==> src/rtl/controle_pkg.sv <==
// Shared opcodes, state codes and datapath select encodings
// for the multicycle control unit.
package controle_pkg;

  typedef enum logic [5:0] {
    OP_ADD   = 6'h00,
    OP_SUB   = 6'h02,
    OP_AND   = 6'h03,
    OP_XOR   = 6'h04,
    OP_NOP   = 6'h05,
    OP_BREAK = 6'h07,
    OP_BEQ   = 6'h08,
    OP_J     = 6'h09,
    OP_LW    = 6'h23,
    OP_SW    = 6'h2B
  } opcodeT;

  localparam logic [3:0] ST_RST     = 4'h0;
  localparam logic [3:0] ST_FETCH   = 4'h1;
  localparam logic [3:0] ST_FETCH_W = 4'h2;
  localparam logic [3:0] ST_DECODE  = 4'h3;
  localparam logic [3:0] ST_EXEC_R  = 4'h4;
  localparam logic [3:0] ST_WB_R    = 4'h5;
  localparam logic [3:0] ST_MEM_ADR = 4'h6;
  localparam logic [3:0] ST_MEM_RD  = 4'h7;
  localparam logic [3:0] ST_MEM_WB  = 4'h8;
  localparam logic [3:0] ST_MEM_WR  = 4'h9;
  localparam logic [3:0] ST_BRANCH  = 4'hA;
  localparam logic [3:0] ST_JUMP    = 4'hB;
  localparam logic [3:0] ST_HALT    = 4'hC;
  localparam logic [3:0] ST_ILLEGAL = 4'hD;

  localparam logic [2:0] ALU_ADD = 3'b001;
  localparam logic [2:0] ALU_SUB = 3'b010;
  localparam logic [2:0] ALU_AND = 3'b011;
  localparam logic [2:0] ALU_XOR = 3'b110;

  localparam logic [1:0] SRCB_REGB = 2'b00;
  localparam logic [1:0] SRCB_FOUR = 2'b01;
  localparam logic [1:0] SRCB_IMM  = 2'b10;
  localparam logic [1:0] SRCB_IMM4 = 2'b11;

  localparam logic [1:0] PCS_ALU    = 2'b00;
  localparam logic [1:0] PCS_ALUOUT = 2'b01;
  localparam logic [1:0] PCS_JUMP   = 2'b10;

endpackage

==> src/rtl/contador_espera.sv <==
// Loadable down-counter with zero flag; paces memory read waits.
module contador_espera #(
  parameter int W = 4
) (
  input  logic         clk,
  input  logic         reset,
  input  logic         load,
  input  logic         dec,
  input  logic [W-1:0] loadVal,
  output logic         zero
);

  logic [W-1:0] cnt;

  always_ff @(posedge clk) begin
    if (reset)
      cnt <= '0;
    else if (load)
      cnt <= loadVal;
    else if (dec && !zero)
      cnt <= cnt - 1'b1;
  end

  assign zero = (cnt == '0);

endmodule

==> src/rtl/unidade_controle.sv <==
// Multicycle Moore control unit driving the datapath selects.
// Optional trap on undefined opcodes: CTRL_ILLEGAL_TRAP_EN.
module unidade_controle
  import controle_pkg::*;
#(
  parameter int MEM_WAIT_CYCLES = 1
) (
  input  logic       Clk,
  input  logic       Reset,
  input  logic [5:0] Opcode,
  input  logic       Zero,
  output logic       PCWrite,
  output logic       PCWriteCond,
  output logic       IorD,
  output logic       MemRead,
  output logic       MemWrite,
  output logic       IRWrite,
  output logic       MemToReg,
  output logic       RegDst,
  output logic       RegWrite,
  output logic       AluSourceA,
  output logic [1:0] AluSourceB,
  output logic [2:0] AluSel,
  output logic [1:0] PCSource,
  output logic       Halted,
  output logic [3:0] State
`ifdef CTRL_ILLEGAL_TRAP_EN
  ,
  output logic       Illegal
`endif
);

  logic [3:0] state;
  logic [3:0] nextState;
  logic       cntZero;
  logic       cntLoad;
  logic       cntDec;
  // Zero only qualifies PCWriteCond inside the datapath
  logic       unusedZero;

  assign unusedZero = Zero;
  assign cntLoad = (state == ST_FETCH) || (state == ST_MEM_ADR);
  assign cntDec  = (state == ST_FETCH_W) || (state == ST_MEM_RD);

  contador_espera #(
    .W(4)
  ) uEspera (
    .clk    (Clk),
    .reset  (Reset),
    .load   (cntLoad),
    .dec    (cntDec),
    .loadVal(4'(MEM_WAIT_CYCLES - 1)),
    .zero   (cntZero)
  );

  always_ff @(posedge Clk) begin
    if (Reset)
      state <= ST_RST;
    else
      state <= nextState;
  end

  always_comb begin
    nextState = state;
    unique case (state)
      ST_RST:     nextState = ST_FETCH;
      ST_FETCH:   nextState = ST_FETCH_W;
      ST_FETCH_W: if (cntZero) nextState = ST_DECODE;
      ST_DECODE: begin
        unique case (Opcode)
          OP_ADD, OP_SUB,
          OP_AND, OP_XOR: nextState = ST_EXEC_R;
          OP_LW, OP_SW:   nextState = ST_MEM_ADR;
          OP_BEQ:         nextState = ST_BRANCH;
          OP_J:           nextState = ST_JUMP;
          OP_NOP:         nextState = ST_FETCH;
          OP_BREAK:       nextState = ST_HALT;
`ifdef CTRL_ILLEGAL_TRAP_EN
          default:        nextState = ST_ILLEGAL;
`else
          default:        nextState = ST_FETCH;
`endif
        endcase
      end
      ST_EXEC_R:  nextState = ST_WB_R;
      ST_MEM_ADR:
        nextState = (Opcode == OP_LW) ? ST_MEM_RD
                                      : ST_MEM_WR;
      ST_MEM_RD:  if (cntZero) nextState = ST_MEM_WB;
      ST_WB_R, ST_MEM_WB, ST_MEM_WR,
      ST_BRANCH, ST_JUMP:
        nextState = ST_FETCH;
      ST_HALT:    nextState = ST_HALT;
      ST_ILLEGAL: nextState = ST_ILLEGAL;
      default:    nextState = ST_RST;
    endcase
  end

  always_comb begin
    PCWrite     = 1'b0;
    PCWriteCond = 1'b0;
    IorD        = 1'b0;
    MemRead     = 1'b0;
    MemWrite    = 1'b0;
    IRWrite     = 1'b0;
    MemToReg    = 1'b0;
    RegDst      = 1'b0;
    RegWrite    = 1'b0;
    AluSourceA  = 1'b0;
    AluSourceB  = SRCB_REGB;
    AluSel      = 3'b000;
    PCSource    = PCS_ALU;
    Halted      = 1'b0;
    unique case (state)
      ST_FETCH: MemRead = 1'b1;
      ST_FETCH_W: begin
        MemRead = 1'b1;
        if (cntZero) begin
          IRWrite    = 1'b1;
          PCWrite    = 1'b1;
          AluSourceB = SRCB_FOUR;
          AluSel     = ALU_ADD;
        end
      end
      // Branch target goes to ALUOut ahead of BRANCH
      ST_DECODE: begin
        AluSourceB = SRCB_IMM4;
        AluSel     = ALU_ADD;
      end
      ST_EXEC_R: begin
        AluSourceA = 1'b1;
        unique case (Opcode)
          OP_SUB:  AluSel = ALU_SUB;
          OP_AND:  AluSel = ALU_AND;
          OP_XOR:  AluSel = ALU_XOR;
          default: AluSel = ALU_ADD;
        endcase
      end
      ST_WB_R: begin
        RegDst   = 1'b1;
        RegWrite = 1'b1;
      end
      ST_MEM_ADR: begin
        AluSourceA = 1'b1;
        AluSourceB = SRCB_IMM;
        AluSel     = ALU_ADD;
      end
      ST_MEM_RD: begin
        IorD    = 1'b1;
        MemRead = 1'b1;
      end
      ST_MEM_WB: begin
        RegWrite = 1'b1;
        MemToReg = 1'b1;
      end
      ST_MEM_WR: begin
        IorD     = 1'b1;
        MemWrite = 1'b1;
      end
      ST_BRANCH: begin
        AluSourceA  = 1'b1;
        AluSel      = ALU_SUB;
        PCWriteCond = 1'b1;
        PCSource    = PCS_ALUOUT;
      end
      ST_JUMP: begin
        PCWrite  = 1'b1;
        PCSource = PCS_JUMP;
      end
      ST_HALT, ST_ILLEGAL: Halted = 1'b1;
      default: ;
    endcase
  end

  assign State = state;

`ifdef CTRL_ILLEGAL_TRAP_EN
  assign Illegal = (state == ST_ILLEGAL);
`endif

endmodule

==> config.mk <==
export PLATFORM = sky130hd
export DESIGN_NAME = unidade_controle
export DESIGN_NICKNAME = d
export VERILOG_FILES = /design/src/rtl/controle_pkg.sv /design/src/rtl/contador_espera.sv /design/src/rtl/unidade_controle.sv
export SDC_FILE = /design/constraint.sdc
export NUM_CORES = 1
export LEC_CHECK = 0
export CAP_MARGIN = 20
export CORE_MARGIN = 8
export CORE_UTILIZATION = 44
export DETAILED_ROUTE_END_ITERATION = 10
export PLACE_DENSITY = 0.78
export REMOVE_ABC_BUFFERS = 1
export SLEW_MARGIN = 0
export SYNTH_ARGS = -nofsm -noshare
export SYNTH_HDL_FRONTEND = slang
export SYNTH_SLANG_ARGS = --single-unit
==> constraint.sdc <==
create_clock -name Clk -period 2.51 [get_ports Clk]
set_clock_uncertainty 0.2 [all_clocks]
set_input_delay 0.753 -clock Clk [delete_from_list [all_inputs] [get_ports Clk]]
set_output_delay 0.753 -clock Clk [all_outputs]
set_load 0.02 [all_outputs]
# Word level (Yosys, flattened, before mapping)
# Index checks and enable logic that the tools add are counted.
# word_totals
register_bits,8
latch_bits,0
ram_bits,0
rom_bits,0
inputBits,9
out_inout_bits,22
wordCells,67
memories,0
# classes
addsub,1
mul,0
div,0
magnitude_cmp,0
eq_ne,23
n_shift,0
n_mux,23
bitwise,0
n_reduce_logical,18
# op_table
cell,count
one-hot mux 4 bit (9 select lines),1
"equality test 4 bit, second input constant",6
one-hot mux 4 bit (5 select lines),1
"equality test 4 x 3 -> 1 bit, second input constant",4
2-to-1 mux 1 bit,13
"equality test 6 x 2 -> 1 bit, second input constant",2
"equality test 6 x 3 -> 1 bit, second input constant",2
"equality test 6 x 4 -> 1 bit, second input constant",2
"equality test 6 bit, second input constant",2
2-to-1 mux 4 bit,3
one-hot mux 3 bit (4 select lines),1
OR reduction 2 bit,6
one-hot mux 3 bit (3 select lines),1
"equality test 4 x 2 -> 1 bit, second input constant",2
zero test 4 bit,2
zero test 6 bit,1
one-hot mux 2 bit (3 select lines),1
OR reduction 3 bit,2
OR reduction 6 bit,1
"equality test 4 x 1 -> 1 bit, second input constant",1
"inequality test 2 x 1 -> 1 bit, second input constant",2
one-hot mux 2 bit (2 select lines),1
OR reduction 4 bit,1
"subtractor 4 x 1 -> 4 bit, second input constant",1
other kinds (5),6

# Depth between registers and ports, before layout
# logic_depth
word_depth,4
ltp_mapped,6
ltp_nobuf,6

# By module
# A second synthesis with hierarchy kept.
# unflattened
cells_unflattened,139
hier_area_um2,959.7
# modules_own_cells
mod,instances,cells_per_inst,area_each_um2,seq_area_each_um2
unidade_controle,1,110,696.9,80.1
contador_espera,1,29,262.8,80.1

# Least setup slack after synthesis
# OpenSTA, ideal clock, no wires.
# synth_timing
path_type,input to output
start,in Opcode[5]
end,out AluSel[0]
t_arrival_ps,2015
required_time_ps,1557
slack_ps,-458
stages,5
n_path_buf,1
path_cell_list,buf_6 > nor4_1 > a21bo_2 > a21oi_1 > a2111oi_1
# synth_between
elab_chain_cells,3
elab_cells_between_ends,5
cone_classes,eq/ne: 3; mux: 2
# synth_lines
element,line_no,text
from (decl),unidade_controle.sv:10,"input logic [5:0] Opcode,"
equality test 6 x 3 -> 1 bit / equality test 6 x 2 -> 1 bit (equally long branches),unidade_controle.sv:132,unique case (Opcode)
one-hot mux 3 bit (3 select lines) (*),unidade_controle.sv:132,
one-hot mux 3 bit (4 select lines) (*),unidade_controle.sv:114,unique case (state)
to (decl),unidade_controle.sv:23,"output logic [2:0] AluSel,"
# Mark *: on every way between the ends. The rest lies on a longest branch, timed or not.

# Worst setup path after layout
# layout_timing
start,in Opcode[3]
end,out AluSel[0]
# Same word-level chain as after synthesis.

==> qor.csv <==
stage;metric;value;unit
status;status;finished, violations left;
status;violations;setup timing;
clocking;clkLatencyLatePin;0.26;ns
critical_path;critPathKind;input port to output port;
worst_hold_path;hold_path.class;flip-flop to flip-flop;
logic_synthesis;synthMuxAreaShare;0.0523;
route;vias_per_cell;5.83;
clocking;cts_buffers;3;
placed_design;place_ws;-1.05;ns
placed_design;placed_area;1440;µm²
route;vias;1237;
critical_path;critPathMaxFanout;2;
logic_synthesis;synth_area_leaders;dfxtp_1 18%, nor2_1 7.2%, nand2b_1 5.0%;
logic_synthesis;yosys_warnings;0;
finish;nNetsFinal;197;
logic_synthesis;synth-xor-area-share;0.0382;
finish;drive_gt1_frac;0.497;
sta;rsz0062_at_grt;true;
route;routed_wl;3640;µm
floorplan;initial_core_util;0.460;
logic_synthesis;synth-edff-count;0;
critical_path;r2r_start;uEspera.cnt[0];
critical_path;worstReg2RegEnd;State[0];
logic_synthesis;ys_ff_latch;8;
logic_synthesis;synth_fa_ha_area_frac;0.0255;
grt;grt_pass1_vias;1228;
clocking;clock_tree.root_cell;clkbuf_4;
critical_path;worstPathArrival;1.74;ns
grt;gr-usage-met3;0.0360;
route;drtIter0Drc;63;
grt;antenna_found_initial;0;
power_and_ir_drop;total_power;0.604;mW
route;drc;0;
grt;busiest_layer;met2;
logic_synthesis;yosysUniqueCellTypes;46;
flow_run;maxCapViolCount;0;
critical_path;critPathLaunchType;input port;
placed_design;port_buffers;29;
sta;fmaxAchievable;371;MHz
route;antenna_left;0;
route;drt_pass1_iterations;4;
grt;grt_pass1_wl;5540;µm
grt;grt_use_met2;0.363;
sta;final-max-slew-violation-count;0;
placed_design;gp_congestion;0.832;
critical_path;required;1.56;ns
critical_path;setup.worst_path.end;AluSel[0];
grt;overflow;0;
logic_synthesis;yosysTopAreaCellShare;0.181;
logic_synthesis;postSynthCellCount;121;
clocking;cts_max_level;1;
critical_path;crit_chain;buf_8, nor4_4, a21bo_2, a21oi_2, a2111oi_2, buf_4;
floorplan;die_h;60.8;µm
sta;fin_ws;-0.185;ns
grt;grt_util_all_layers;0.193;
sta;fin_tns_setup;-0.390;ns
clocking;cts_tree;yes;
finish;mostFrequentLayoutCell;buf_4;
sta;period_minus_slack;2.70;ns
floorplan;fp.dieW;60.8;µm
logic_synthesis;yosysTopAreaCell;dfxtp_1;
sta;hold_viol_final;0;
critical_path;crit_path_max_incr_delay;0.28;ns
grt;met1_usage;0.205;
critical_path;critPathCaptureType;output port;
clocking;cts.path.max_buffers;2;
clocking;cts_hold_buffers;0;
clocking;clk_pin_slew_worst_paths;0.06;ns
sta;worstMarginPinSlew;0.445;ns
grt;grt_max_degree;12;
logic_synthesis;synth_top_family_by_area;simple AND/OR/NAND/NOR gates;
logic_synthesis;async_flop_share;0;
critical_path;r2r_cells;8;
route;wl_per_cell;17.2;µm
logic_synthesis;yosys.area_share.simple;0.390;
sta;post-route-period-util;1.07;
clocking;clock_sinks;8;
logic_synthesis;synth-main-ff-cell;dfxtp_1;
logic_synthesis;syn_area;885;µm²
finish;fin_area;1540;µm²
logic_synthesis;synth_compound_area_frac;0.226;
floorplan;coreArea;1920;µm²
critical_path;reg2reg_setup_slack;0.52;ns
finish;mostFrequentLayoutCells;46 x buf_4, 16 x nor2_1, 8 x nand2_1;
floorplan;die_area;3700;µm²
floorplan;rows;16;
sta;relSlewSlack;0.700;
logic_synthesis;syn_area_per_cell;7.31;µm²
power_and_ir_drop;cellLeakagePower;0.700;nW
power_and_ir_drop;power_density;393;nW/µm²
floorplan;io_pins;31;
power_and_ir_drop;irDropWorstVdd;445;µV
critical_path;crit_start;Opcode[3];
sta;setup_violations;4;
finish;diodes;0;
placed_design;hpwl;2440;µm
finish;area_delta_synth_final;73.7;%
logic_synthesis;ys_seq_area_frac;0.181;
critical_path;crit_path_top_delay_cell;nor4_4;
-- cells in the mapped netlist, types with 2 or more instances --
library cell and number:
a21o_1 2, nand3b_1 3, buf_2 4, nand3_1 3, nor3_1 8, o21ai_0 4
or2_2 2, o22ai_1 2, nor2b_1 3, inv_1 5, nor4_1 4, mux2i_1 2
a2111oi_1 2, dfxtp_1 8, nand2b_1 7, a21oi_1 5, nand2_1 9, nor2_1 17
nand4_1 2, buf_4 3
-- layout make-up --
| class | count | area [µm²] |
|---|---|---|
| inverter | 5 | 18.8 |
| fill | 138 | 385 |
| multi-input combinational | 99 | 737 |
| tap | 27 | 33.8 |
| sequential | 8 | 171 |
| clock buffer | 3 | 22.5 |
| timing repair buffer | 70 | 553 |
-- logic make-up after synthesis --
kind of cell | Yosys count
buf+inv | 14
compound gates | 26
mux | 4
flops | 8
xor+xnor | 3
fa+ha+maj | 2
simple gates | 64
-- how the worst min path moves through the flow --
stage	end	startpoint	cells after the start
after floorplan	uEspera.cnt[0]	uEspera.cnt[0]	2
after global placement	uEspera.cnt[1]	uEspera.cnt[1]	3
after detailed placement	uEspera.cnt[1]	uEspera.cnt[1]	3
after CTS	uEspera.cnt[1]	uEspera.cnt[1]	3
after global routing	uEspera.cnt[1]	uEspera.cnt[1]	3
final	uEspera.cnt[1]	uEspera.cnt[1]	3
-- power by group --
group | internal (mW) | total [mW] | switching (mW) | leakage, nW
Combinational | 0.164 | 0.344 | 0.180 | 0.619
Clock | 0.0552 | 0.106 | 0.0506 | 0.0138
Sequential | 0.136 | 0.154 | 0.0182 | 0.0676
Total | 0.355 | 0.604 | 0.249 | 0.700
-- sequential cells by signal (all words and copies together), names as in the netlist --
signal / count
State: 4
uEspera.cnt: 4
-- layer usage --
layer,up-vias,wire length [µm]
met5,-,0
met4,0,118
met2,58,1820
met1,594,1450
li1,570,-
met3,15,246
-- critical path: cells and delay by family --
kind,cells,cell delay (ns)
AOI/OAI and AO/OA,3,0.44
buffers and inverters,2,0.27
and+or+nand+nor,1,0.28
-- what timing repair did --
item / in CTS / in global routing
pin swaps: 10 / 7
setup endpoints to repair: 20 / 15
gates resized for setup: 96 / 24
setup buffers: 2 / 2
endpoints found under the hold margin: 0 / 0
-- metrics by stage --
step | instances | utilization | hold WS (ns)
2_1_floorplan | 112 | - | 0.306
3_3_place_gp | 206 | 0.747 | 0.364
3_5_place_dp | 206 | 0.747 | 0.401
4_1_cts | 210 | 0.787 | 0.394
5_1_grt | 212 | 0.799 | 0.412
6_report | 212 | 0.799 | 0.397
No activity file was read; power rests on OpenSTA's default activity.
